<file path="config.mk">
export PLATFORM = sky130hd
export DESIGN_NAME = plab4_net_router_input_queue_nf
export DESIGN_NICKNAME = d
export VERILOG_FILES = /design/src/rtl/plab4_net_router_input_queue_nf_pkg.sv /design/src/rtl/plab4_net_router_input_queue_nf_ctrl.sv /design/src/rtl/plab4_net_router_input_queue_nf.sv
export SDC_FILE = /design/constraint.sdc
export NUM_CORES = 1
export LEC_CHECK = 0
export ABC_AREA = 1
export CORE_AREA = 2 2 158 160
export CTS_BUF_LIST = sky130_fd_sc_hd__clkbuf_8
export DETAILED_ROUTE_END_ITERATION = 10
export DIE_AREA = 0 0 160 162
export PLACE_DENSITY_LB_ADDON = 0.25
export SYNTH_ARGS = -nofsm -noshare
export SYNTH_HDL_FRONTEND = slang
export SYNTH_SLANG_ARGS = --single-unit
</file>
<file path="constraint.sdc">
create_clock -name clk -period 3.95 [get_ports clk]
set_input_delay 0.5925 -clock clk [delete_from_list [all_inputs] [get_ports clk]]
set_output_delay 0.5925 -clock clk [all_outputs]
set_load 0.03 [all_outputs]
</file>
<file path="src/rtl/plab4_net_router_input_queue_nf_pkg.sv">
// Shared ring-network message layout and helpers for the router input queue.
// Optional bypass path is enabled by defining PLAB4_NET_INPUT_QUEUE_BYPASS_EN.
package plab4_net_router_input_queue_nf_pkg;

    localparam int c_net_num_routers = 8;

    localparam int c_net_msg_payload_lsb   = 0;
    localparam int c_net_msg_payload_nbits = 32;
    localparam int c_net_msg_dest_lsb      = 32;
    localparam int c_net_msg_dest_nbits    = 3;
    localparam int c_net_msg_src_lsb       = 35;
    localparam int c_net_msg_src_nbits     = 3;
    localparam int c_net_msg_opaque_lsb    = 38;
    localparam int c_net_msg_opaque_nbits  = 6;
    localparam int c_net_msg_nbits         = 44;

    // Field order is MSB first so the packed struct matches the lsb constants above.
    typedef struct packed {
        logic [c_net_msg_opaque_nbits-1:0]  opaque;
        logic [c_net_msg_src_nbits-1:0]     src;
        logic [c_net_msg_dest_nbits-1:0]    dest;
        logic [c_net_msg_payload_nbits-1:0] payload;
    } net_msg_t;

    function automatic net_msg_t mk_net_msg(
        input logic [c_net_msg_dest_nbits-1:0]    dest,
        input logic [c_net_msg_src_nbits-1:0]     src,
        input logic [c_net_msg_opaque_nbits-1:0]  opaque,
        input logic [c_net_msg_payload_nbits-1:0] payload
    );
        net_msg_t m;
        m.opaque  = opaque;
        m.src     = src;
        m.dest    = dest;
        m.payload = payload;
        return m;
    endfunction

    // Pointer width for a queue of n entries; never zero so depth-1 corner stays legal.
    function automatic int nf_ptr_nbits(input int n);
        return (n > 1) ? $clog2(n) : 1;
    endfunction

endpackage

</file>
<file path="src/rtl/plab4_net_router_input_queue_nf_ctrl.sv">
// Input queue control: pointers, occupancy, registered free count, val/rdy and bypass select.
// Bypass select is only live when PLAB4_NET_INPUT_QUEUE_BYPASS_EN is defined.
module plab4_net_router_input_queue_nf_ctrl
    import plab4_net_router_input_queue_nf_pkg::*;
#(
    parameter int p_num_entries    = 4,
    parameter int p_num_free_nbits = 3,
    parameter int p_ptr_nbits      = 2
)(
    input  logic                        clk,
    input  logic                        reset,
    input  logic                        enq_val,
    output logic                        enq_rdy,
    output logic                        deq_val,
    input  logic                        deq_rdy,
    output logic                        wr_en,
    output logic [p_ptr_nbits-1:0]      wr_ptr,
    output logic [p_ptr_nbits-1:0]      rd_ptr,
    output logic                        bypass_sel,
    output logic [p_num_free_nbits-1:0] num_free
);

    localparam int c_cnt_nbits = $clog2(p_num_entries + 1);

    localparam logic [c_cnt_nbits-1:0]      c_full     = c_cnt_nbits'(p_num_entries);
    localparam logic [c_cnt_nbits-1:0]      c_cnt_one  = c_cnt_nbits'(1);
    localparam logic [p_ptr_nbits-1:0]      c_ptr_last = p_ptr_nbits'(p_num_entries - 1);
    localparam logic [p_ptr_nbits-1:0]      c_ptr_one  = p_ptr_nbits'(1);
    localparam logic [p_num_free_nbits-1:0] c_nf_full  = p_num_free_nbits'(p_num_entries);

    logic [c_cnt_nbits-1:0] count;
    logic [c_cnt_nbits-1:0] count_next;
    logic [p_ptr_nbits-1:0] wr_ptr_next;
    logic [p_ptr_nbits-1:0] rd_ptr_next;
    logic                   empty;
    logic                   enq_fire;
    logic                   deq_fire;

    always_comb begin
        empty = (count == '0);
`ifdef PLAB4_NET_INPUT_QUEUE_BYPASS_EN
        bypass_sel = reset & empty & enq_val;
`else
        bypass_sel = 1'b0;
`endif
        enq_rdy  = reset & (count < c_full);
        deq_val  = reset & (~empty | bypass_sel);
        enq_fire = enq_val & enq_rdy;
        // Only stored entries are dequeued; a bypassed msg consumed at once never lands.
        deq_fire = reset & ~empty & deq_rdy;
        wr_en    = enq_fire & ~(bypass_sel & deq_rdy);
    end

    always_comb begin
        count_next = count;
        case ({wr_en, deq_fire})
            2'b10:   count_next = count + c_cnt_one;
            2'b01:   count_next = count - c_cnt_one;
            default: count_next = count;
        endcase

        wr_ptr_next = wr_ptr;
        if (wr_en)
            wr_ptr_next = (wr_ptr == c_ptr_last) ? '0 : wr_ptr + c_ptr_one;

        rd_ptr_next = rd_ptr;
        if (deq_fire)
            rd_ptr_next = (rd_ptr == c_ptr_last) ? '0 : rd_ptr + c_ptr_one;
    end

    always_ff @(posedge clk) begin
        if (!reset) begin
            wr_ptr   <= '0;
            rd_ptr   <= '0;
            count    <= '0;
            num_free <= c_nf_full;
        end else begin
            wr_ptr   <= wr_ptr_next;
            rd_ptr   <= rd_ptr_next;
            count    <= count_next;
            num_free <= c_nf_full - p_num_free_nbits'(count_next);
        end
    end

endmodule

</file>
<file path="src/rtl/plab4_net_router_input_queue_nf.sv">
// Ring router per-input-port message queue: entry storage and head mux around the ctrl.
// Define PLAB4_NET_INPUT_QUEUE_BYPASS_EN for a same-cycle enq->deq path when empty.
module plab4_net_router_input_queue_nf
    import plab4_net_router_input_queue_nf_pkg::*;
#(
    parameter int p_msg_nbits      = c_net_msg_nbits,
    parameter int p_num_entries    = 4,
    parameter int p_num_free_nbits = 3,
    parameter int p_num_routers    = c_net_num_routers,
    parameter int p_dest_lsb       = c_net_msg_dest_lsb
)(
    input  logic                             clk,
    input  logic                             reset,
    input  logic                             enq_val,
    output logic                             enq_rdy,
    input  logic [p_msg_nbits-1:0]           enq_msg,
    output logic                             deq_val,
    input  logic                             deq_rdy,
    output logic [p_msg_nbits-1:0]           deq_msg,
    output logic [$clog2(p_num_routers)-1:0] deq_dest,
    output logic [p_num_free_nbits-1:0]      num_free
);

    localparam int c_dest_nbits = $clog2(p_num_routers);
    localparam int c_ptr_nbits  = nf_ptr_nbits(p_num_entries);

    logic                     wr_en;
    logic [c_ptr_nbits-1:0]   wr_ptr;
    logic [c_ptr_nbits-1:0]   rd_ptr;
    logic                     bypass_sel;
    logic [p_num_entries-1:0] entry_we;
    logic [p_msg_nbits-1:0]   entries [p_num_entries];

    plab4_net_router_input_queue_nf_ctrl #(
        .p_num_entries    (p_num_entries),
        .p_num_free_nbits (p_num_free_nbits),
        .p_ptr_nbits      (c_ptr_nbits)
    ) ctrl (
        .clk        (clk),
        .reset      (reset),
        .enq_val    (enq_val),
        .enq_rdy    (enq_rdy),
        .deq_val    (deq_val),
        .deq_rdy    (deq_rdy),
        .wr_en      (wr_en),
        .wr_ptr     (wr_ptr),
        .rd_ptr     (rd_ptr),
        .bypass_sel (bypass_sel),
        .num_free   (num_free)
    );

    always_comb begin
        entry_we = '0;
        for (int i = 0; i < p_num_entries; i++)
            entry_we[i] = wr_en && (wr_ptr == c_ptr_nbits'(i));
    end

    // Storage needs no reset: the ctrl's count decides what is valid.
    always_ff @(posedge clk) begin
        for (int i = 0; i < p_num_entries; i++)
            if (entry_we[i])
                entries[i] <= enq_msg;
    end

    always_comb begin
        deq_msg = bypass_sel ? enq_msg : entries[rd_ptr];
    end

    assign deq_dest = deq_msg[p_dest_lsb +: c_dest_nbits];

endmodule
</file>
After elaboration in Yosys (flattened, before gate mapping). Memory sizes are Yosys's and may differ from the RTL's. A register that Yosys moved wholly into a read port is not among the register bits. Cells that the tools add are included. Widths: inputs -> output; s select.

ROM bits: 0. Input port bits: 48. Memories: 1. Word-level logic and storage cells: 53. Bits in latches: 0. Bits in writable memories: 176. Output and inout port bits: 52. Bits in registers: 10.

Memories: entries (words 4, bits a word 44, read ports 1, clocked after memory_dff 1, write ports 1, line plab4_net_router_input_queue_nf.sv:32) `logic [p_msg_nbits-1:0] entries [p_num_entries];`.

Multipliers: 0. Add/subtract/negate cells: 5. Multiplexer cells: 22. Magnitude comparators: 1. Shift-type cells: 0. Div/mod/pow operators: 0. Reduce and logical (&&, ||, !) cells: 9. Bitwise operators: 5. Equal/unequal tests: 6.

Operators by type and width (count): $mux 44 (3); $reduce_or 44->1 (3); $mux 2 (7); $mux 1 (11); $eq 2x2->1 const B (4); $pmux 3 s2 (1); $add 2x1->2 const B (2); $and 1x1->1 (4); $eq 2x1->1 const B (2); $logic_and 1x1->1 (4); $add 3x1->3 const B (1); $logic_not 3->1 (1); $lt 3x3->1 const B (1); $sub 3x1->3 const B (1); $sub 3x3->3 const A (1); $logic_not 2->1 (1); $not 1->1 (1).

Logic depth before layout (Yosys ltp). Gate-level depths: netlist (run 1).

Depth after elaboration: 10. Depth in mapped cells: 15. Depth with buffers taken out: 15.

Hierarchy. Synthesis (run 1) repeated with hierarchy kept, for this count alone.

Cells, all modules: 903. Area total of the unflattened synthesis: 8475.6 um^2.

Modules (own cells, without submodules): plab4_net_router_input_queue_nf (cells an instance 842, seq. area each 5285.1 um^2, instances 1, area each 7975.1 um^2); plab4_net_router_input_queue_nf_ctrl (cells an instance 61, seq. area each 180.2 um^2, instances 1, area each 500.5 um^2).

Worst setup path before layout (run 1). OpenSTA, ideal clock, no wires.

Path kind: input to register. Start point: in reset. End point: mem entries[0][0] (netlist name) (enable). Path buffers: 0. Data required time: 3504 ps. Data arrival time: 2835 ps. Library setup time: 446 ps. Cell stages on the path: 4. Setup slack: 670 ps. Path through: inv_2 nor2_4 nand2_4 nor2_1.

Elaborated cells on any way between the ends: 23. Classes of those cells: mux: 14; bitwise: 2; reduce/logical: 7.

RTL lines: from (decl) (line plab4_net_router_input_queue_nf.sv:13) `input logic reset,`; $and 1x1->1 (line plab4_net_router_input_queue_nf_ctrl.sv:46) `enq_rdy = reset & (count < c_full);`; via enq_rdy (line plab4_net_router_input_queue_nf.sv:15) `output logic enq_rdy,`; $and 1x1->1 (line plab4_net_router_input_queue_nf_ctrl.sv:48) `enq_fire = enq_val & enq_rdy;`; $logic_and 1x1->1 (line plab4_net_router_input_queue_nf.sv:55) `entry_we[i] = wr_en && (wr_ptr == c_ptr_nbits'(i));`; via entry_we[0] (line plab4_net_router_input_queue_nf.sv:31) `logic [p_num_entries-1:0] entry_we;`; $mux 1 (line plab4_net_router_input_queue_nf.sv:61) `if (entry_we[i])`; $mux 1 (not written as such) (line plab4_net_router_input_queue_nf.sv:62) `entries[i] <= enq_msg;`; $mux 1 (no source line) (3 in a row); to (decl) (line plab4_net_router_input_queue_nf.sv:32).

The timed path passes the listed nets, and every way through them passes these cells.

==> summary.md, run 1 <==
| Metric | Value |
|---|---|
| Synth top area share | `0.734` |
| Layout Nets | `650` |
| Number of synthesized flops with an enable pin | `176` |
| Sequential area share after synthesis | `0.764` |
| Avg Cell Area, Syn | `14.4 sq um` |
| DR WL/cell | `17.0 microns` |
| Switch share | `0.289` |
| Max Freq | `0.291 GHz` |
| Worst-Skew Late Latency | `0.45 ns` |
| Remaining routing DRC violations | `0` |
| Area Overhead vs Synth | `22.4%` |
| Hold path cells | `2` |
| Initial DRC Count | `248` |
| Layout cells sized above 1 | `0.109` |
| Worst Setup Slack post-DPL | `0.924 ns` |
| Clk_skew | `0.0144 ns` |
| Int Power | `0.00298 W` |
| Fin. Hold Viols | `0` |
| Delay-heaviest family, CP | `buffers and inverters` |
| Hold Path Class | `reg2reg` |
| Distinct cells, synth | `27` |
| Async S/R FF share, synth | `0` |
| Most common cell after layout, fill and taps aside | `edfxtp_1` |
| Area leader, netlist | `edfxtp_1` |
| Slew @ Worst Pin | `0.881 ns` |
| Initial antenna violation count | `0` |
| Post-DP HPWL | `8720 microns` |
| Startpoint types | `register` |
| Synthesized Nets | `556` |
| Power Density | `476 nW/um^2` |
| Routability cong. | `0.733` |
| Worst hold path startpoint | `ctrl.rd_ptr[1]` |
| Max FO, Critical Path | `52` |
| Vias | `4289` |
| Largest net degree at the start of global routing | `89` |
| Combinational power share | `0.200` |
| CP Data Arrival Time | `2.84 ns` |
| Worst slew margin | `0.412` |
| Synth Flop Type | `edfxtp_1` |
| Post-cts gate resize count | `0` |
| Net switching power | `0.00121 W` |
| Chip width | `160 microns` |
| Starting Density | `0.299` |
| RSZ-0062 raised after global routing | `false` |
| Clk slew on worst S/H paths | `0.09 ns` |
| Synthesized cell area | `7200 sq um` |
| CTS tree | `yes` |
| CP bufs+invs | `2` |
| Synth area leaders | `edfxtp_1 (73%), o21ai_0 (5.7%), nor2_1 (4.5%)` |
| WHS | `0.516 ns` |
| Clock Tree Buf Depth | `2` |
| Core Region | `24100 sq um` |
| Yosys reg bits | `187` |
| Crit. End Element | `output port` |
| Diodes inserted | `0` |
| I/O pin count | `100` |
| Status | `finished, final reports clean` |
| Post-Route WL | `15800 microns` |
| Die Y | `162 microns` |
| Hold-fix buffers, CTS | `0` |
| Peak VDD IR | `0.152 mV` |
| Critical path class | `reg2out` |
| Total track usage | `0.125` |
| Final setup fails | `0` |
| Fin crit share | `0.869` |
| Worst r2r path cells | `13` |
| Max-slew violations | `0` |
| DRT Pass-1 Iters | `7` |
| Commonest cells after routing, fill and taps aside | `edfxtp_1 (176), clkdlybuf4s50_1 (99), nor2_1 (82), o21ai_0 (82), o22ai_1 (35)` |
| Crit path max-delay cell type | `dfxtp_4` |
| Final worst path period need | `3.43 ns` |
| Root Buffer | `clkbuf_8` |
| R2R Path End | `ctrl.num_free[2]` |
| Non-filler cells, final | `931` |
| DRT antenna net count | `0` |
| Highest cell delay on the worst timing path | `0.73 ns` |
| Overflow left after global routing | `0` |
| R2R Path Start | `ctrl.count[0]` |
| Number of global-route vias before repair | `4492` |
| DIE AREA | `25900 sq um` |
| Placed insts | `899` |
| CTS sink cnt | `187` |
| Row count | `57` |
| Via density | `4.61` |
| Mapped Cells | `500` |
| Post CTS Setup Buffer Count | `0` |
| Flop2flop setup slack | `1.77 ns` |
| Seq pwr share | `0.547` |
| Critical path cell sequence | `buf_4 -> o21ai_0 -> o22ai_1 -> clkdlybuf4s50_1` |
| Number of max-cap violations | `0` |
| YS warnings | `0` |
| Layout Utilization | `0.366` |
| CTS Buf Count | `17` |
| P_leak | `2.90 nW` |
| Clock power frac | `0.253` |
| CP required | `3.36 ns` |
| Setup TNS | `0 ns` |
| Htree depth | `4` |
| First-pass GRT wire length | `24500 microns` |
| Port Buffers | `99` |
| Setup WS post-layout | `0.517 ns` |
## per-stage QoR
stage | power, W | cell area, sq um
after global placement | 0.00318 | 8490
after CTS | 0.00426 | 8810
final | 0.00420 | 8810
after global routing | 0.00440 | 8810
after detailed placement | 0.00319 | 8490
after floorplan | 0.00285 | 7200
## worst max path at each step
stage,start,endpoint,depth (start not counted)
after floorplan,reset,entries[0][0],4
after global placement,reset,ctrl.num_free[2],11
after detailed placement,reset,ctrl.num_free[2],11
after global routing,register,deq_msg[2],4
final,register,deq_msg[2],4
after CTS,register,deq_msg[2],4
## cell families after synthesis
logic type      share of synthesized area
mux                               0.00139
buf+inv                            0.0382
fa+ha+maj                          0.0149
flops                               0.764
xor+xnor                          0.00122
simple gates                       0.0698
compound gates                      0.110
## layout make-up
| class | instances | area, sq um |
|---|---|---|
| multi-input combinational | 265 | 1450 |
| sequential | 187 | 5510 |
| fill | 2345 | 15300 |
| timing repair buffer | 106 | 1060 |
| clock inverter | 15 | 86.3 |
| tap | 324 | 405 |
| inverter | 17 | 68.8 |
| clock buffer | 17 | 234 |
## synth_stat cells, types with 2 or more instances
cell type / n
buf_2: 18
buf_4: 5
buf_6: 3
buf_8: 2
clkbuf_2: 3
dfxtp_1: 11
edfxtp_1: 176
ha_1: 7
inv_1: 13
inv_2: 3
nand2_1: 14
nand3_1: 6
nor2_1: 86
nor2_2: 10
o21ai_0: 82
o21ai_1: 7
o22ai_1: 35
o22ai_2: 10
## power by group through the flow
| stage | clock network, W | logic (W) | registers (W) |
|---|---|---|---|
| 6_report | 0.00106 | 0.000839 | 0.00230 |
| 5_1_grt | 0.00119 | 0.000902 | 0.00231 |
| 4_1_cts | 0.00111 | 0.000854 | 0.00230 |
| 3_5_place_dp | 0 | 0.000850 | 0.00234 |
| 3_3_place_gp | 0 | 0.000840 | 0.00234 |
| 2_1_floorplan | 0 | 0.000521 | 0.00233 |
## worst reg2reg max path: stages (launching register included)
cell and delay [ns]:
dfxtp_1 0.43, nor2_1 0.07, nand2_1 0.06, nand2_1 0.04, inv_1 0.08, nand2_2 0.07
inv_1 0.10, ha_1 0.21, fa_1 0.43, mux2i_1 0.20, ha_1 0.21, inv_1 0.04
nand2_1 0.06, nand3_1 0.06
## routing by layer
metal,track usage,share of wire,up-vias
li1,-,-,2030
met1,0.153,0.46,2146
met2,0.210,0.49,96
met3,0.0386,0.043,17
met4,0.0426,0.013,0
met5,0,0,-
## registers in the layout, indices dropped and copies added (netlist names), named ones only
name,flops
ctrl.wr_ptr,2
ctrl.count,3
entries,176
ctrl.num_free,2
ctrl.rd_ptr,2
Note: power is estimated with default switching activity, not from simulation.
==> run 2, diff against run 1 <==
--- a/config.mk
+++ b/config.mk
@@ -6,10 +6,14 @@
 export NUM_CORES = 1
 export LEC_CHECK = 0
 export ABC_AREA = 1
+export CELL_PAD_IN_SITES_DETAIL_PLACEMENT = 0
+export CELL_PAD_IN_SITES_GLOBAL_PLACEMENT = 1
 export CORE_AREA = 2 2 158 160
 export CTS_BUF_LIST = sky130_fd_sc_hd__clkbuf_8
+export CTS_CLUSTER_DIAMETER = 80
 export DETAILED_ROUTE_END_ITERATION = 10
 export DIE_AREA = 0 0 160 162
+export GPL_TIMING_DRIVEN = 0
 export PLACE_DENSITY_LB_ADDON = 0.25
 export SYNTH_ARGS = -nofsm -noshare
 export SYNTH_HDL_FRONTEND = slang
==> summary.md, run 2 (synthesis results as in run 1) <==
| Metric | Value |
|---|---|
| DR WL/cell | `17.9 microns (was 17.0 microns)` |
| Hold-fix buffers, CTS | `0 (unchanged)` |
| Initial antenna violation count | `1 (was 0)` |
| Port Buffers | `99 (unchanged)` |
| Peak VDD IR | `0.177 mV (was 0.152 mV)` |
| CTS tree | `yes (unchanged)` |
| P_leak | `3.09 nW (was 2.90 nW)` |
| Worst Setup Slack post-DPL | `0.938 ns (was 0.924 ns)` |
| Root Buffer | `clkbuf_8 (unchanged)` |
| Commonest cells after routing, fill and taps aside | `edfxtp_1 (176), clkdlybuf4s50_1 (99), nor2_1 (82), o21ai_0 (82), o22ai_1 (35) (unchanged)` |
| Number of global-route vias before repair | `4506 (was 4492)` |
| Final setup fails | `0 (unchanged)` |
| Clock Tree Buf Depth | `2 (unchanged)` |
| CTS sink cnt | `187 (unchanged)` |
| First-pass GRT wire length | `26000 microns (was 24500 microns)` |
| Max Freq | `0.321 GHz (was 0.291 GHz)` |
| Layout Nets | `681 (was 650)` |
| Hold Path Class | `reg2reg (unchanged)` |
| Initial DRC Count | `280 (was 248)` |
| FILL cells | `2312 (was 2345)` |
| Number of flip-flops in the largest register | `176 (unchanged)` |
| Clk slew on worst S/H paths | `0.10 ns (was 0.09 ns)` |
| DRT Pass-1 Iters | `4 (was 7)` |
| Placed insts | `930 (was 899)` |
| Max-slew violations | `0 (unchanged)` |
| Final worst path period need | `3.12 ns (was 3.43 ns)` |
| Placed instance area | `8790 sq um (was 8490 sq um)` |
| CP required | `3.36 ns (about the same)` |
| Register Area | `5510 sq um (about the same)` |
| Starting Density | `0.299 (unchanged)` |
| Die Y | `162 microns (unchanged)` |
| Worst r2r path cells | `13 (unchanged)` |
| Post-cts gate resize count | `0 (unchanged)` |
| Pwr Total | `0.00441 W (was 0.00420 W)` |
| Critical path class | `reg2out (unchanged)` |
| Multi-input gate area | `1450 sq um (unchanged)` |
| Total track usage | `0.135 (was 0.125)` |
| Area Overhead vs Synth | `27.1% (was 22.4%)` |
| Post-DP HPWL | `11100 microns (was 8720 microns)` |
| Vias | `4357 (was 4289)` |
| I/O pin count | `100 (unchanged)` |
| Status | `finished, final reports clean (unchanged)` |
| Most common cell after layout, fill and taps aside | `edfxtp_1 (unchanged)` |
| CTS Buf Count | `17 (unchanged)` |
| Layout cells sized above 1 | `0.154 (was 0.109)` |
| Htree depth | `4 (unchanged)` |
| DRT antenna net count | `0 (unchanged)` |
| DIE AREA | `25900 sq um (unchanged)` |
| Crit path max-delay cell type | `clkdlybuf4s50_1 (was dfxtp_4)` |
| Hold path cells | `2 (unchanged)` |
| Post-Route WL | `17200 microns (was 15800 microns)` |
| Critical Path Stages | `5 (was 4)` |
| Fin crit share | `0.789 (was 0.869)` |
| Diodes inserted | `0 (unchanged)` |
| Number of max-cap violations | `0 (unchanged)` |
| Worst slew margin | `0.490 (was 0.412)` |
| Startpoint types | `register (unchanged)` |
| Slew @ Worst Pin | `0.763 ns (was 0.881 ns)` |
| Largest net degree at the start of global routing | `26 (was 89)` |
| Crit. End Element | `output port (unchanged)` |
| Largest Register | `entries (unchanged)` |
| Final instance area | `9160 sq um (was 8810 sq um)` |
| Routability cong. | `0.737 (was 0.733)` |
| WHS | `0.522 ns (was 0.516 ns)` |
| Highest cell delay on the worst timing path | `0.65 ns (was 0.73 ns)` |
| Fin. Hold Viols | `0 (unchanged)` |
| Worst hold path startpoint | `ctrl.rd_ptr[1] (unchanged)` |
| Setup WS post-layout | `0.832 ns (was 0.517 ns)` |
| Row count | `57 (unchanged)` |
| CP Data Arrival Time | `2.53 ns (was 2.84 ns)` |
| Overflow left after global routing | `0 (unchanged)` |
| Power Density | `482 nW/um^2 (was 476 nW/um^2)` |
| Remaining routing DRC violations | `0 (unchanged)` |
| RSZ-0062 raised after global routing | `false (unchanged)` |
| Regs by FF count | `entries x176, ctrl.count x3 (unchanged)` |
| Non-filler cells, final | `962 (was 931)` |
| CP bufs+invs | `3 (was 2)` |
| Delay-heaviest family, CP | `buffers and inverters (unchanged)` |
| Post CTS Setup Buffer Count | `0 (unchanged)` |
| Worst-Skew Late Latency | `0.46 ns (was 0.45 ns)` |
| Via density | `4.53 (was 4.61)` |
| Critical path cell sequence | `buf_2 -> o21ai_0 -> o22ai_1 -> buf_4 -> clkdlybuf4s50_1 (was buf_4 -> o21ai_0 -> o22ai_1 -> clkdlybuf4s50_1)` |
| Clk_skew | `0.0125 ns (was 0.0144 ns)` |
| Max FO, Critical Path | `10 (was 52)` |
| Chip width | `160 microns (unchanged)` |
| R2R Path Start | `ctrl.count[0] (unchanged)` |
| Core Region | `24100 sq um (unchanged)` |
[run 2: power by group]
group          switching, W  internal (W)  total [W]
Combinational      0.000581      0.000370   0.000951
Sequential        0.0000241       0.00225    0.00227
Clock              0.000729      0.000461    0.00119
[run 2: path summary, 6_finish.rpt]
kind / endpoint / slack [ns]
max: deq_msg[34] / 0.83
min reg2reg: register / 0.52
min: register / 0.52
max reg2reg: ctrl.num_free[2] / 1.82
[run 2: cell type report]
class                   instances  area share
clock buffers                  17      0.0256
plain buffers                  31      0.0225
flip-flops and latches        187       0.601
inverters                      17     0.00752
well taps                     324      0.0443
multi-input cells             265       0.159
repair buffers                106       0.126
clock inverters                15      0.0141
[run 2: through the flow]
step	utilization	TNS, ns
finish	0.380	0
global route	0.380	0
CTS	0.380	0
detailed placement	0.365	0
global placement	0.357	-311.10
floorplan	-	0
[run 2: tightest hold or removal path, cell delays in order, from the launching register on]
cell	delay [ns]
dfxtp_1	0.33
nand3_1	0.08
nand2_1	0.07
[run 2: routing by layer]
layer  wire length, microns  global-route usage
met1                   7450               0.168
met2                   8690               0.231
met3                    881              0.0368
met4                    199              0.0430
met5                     13                   0
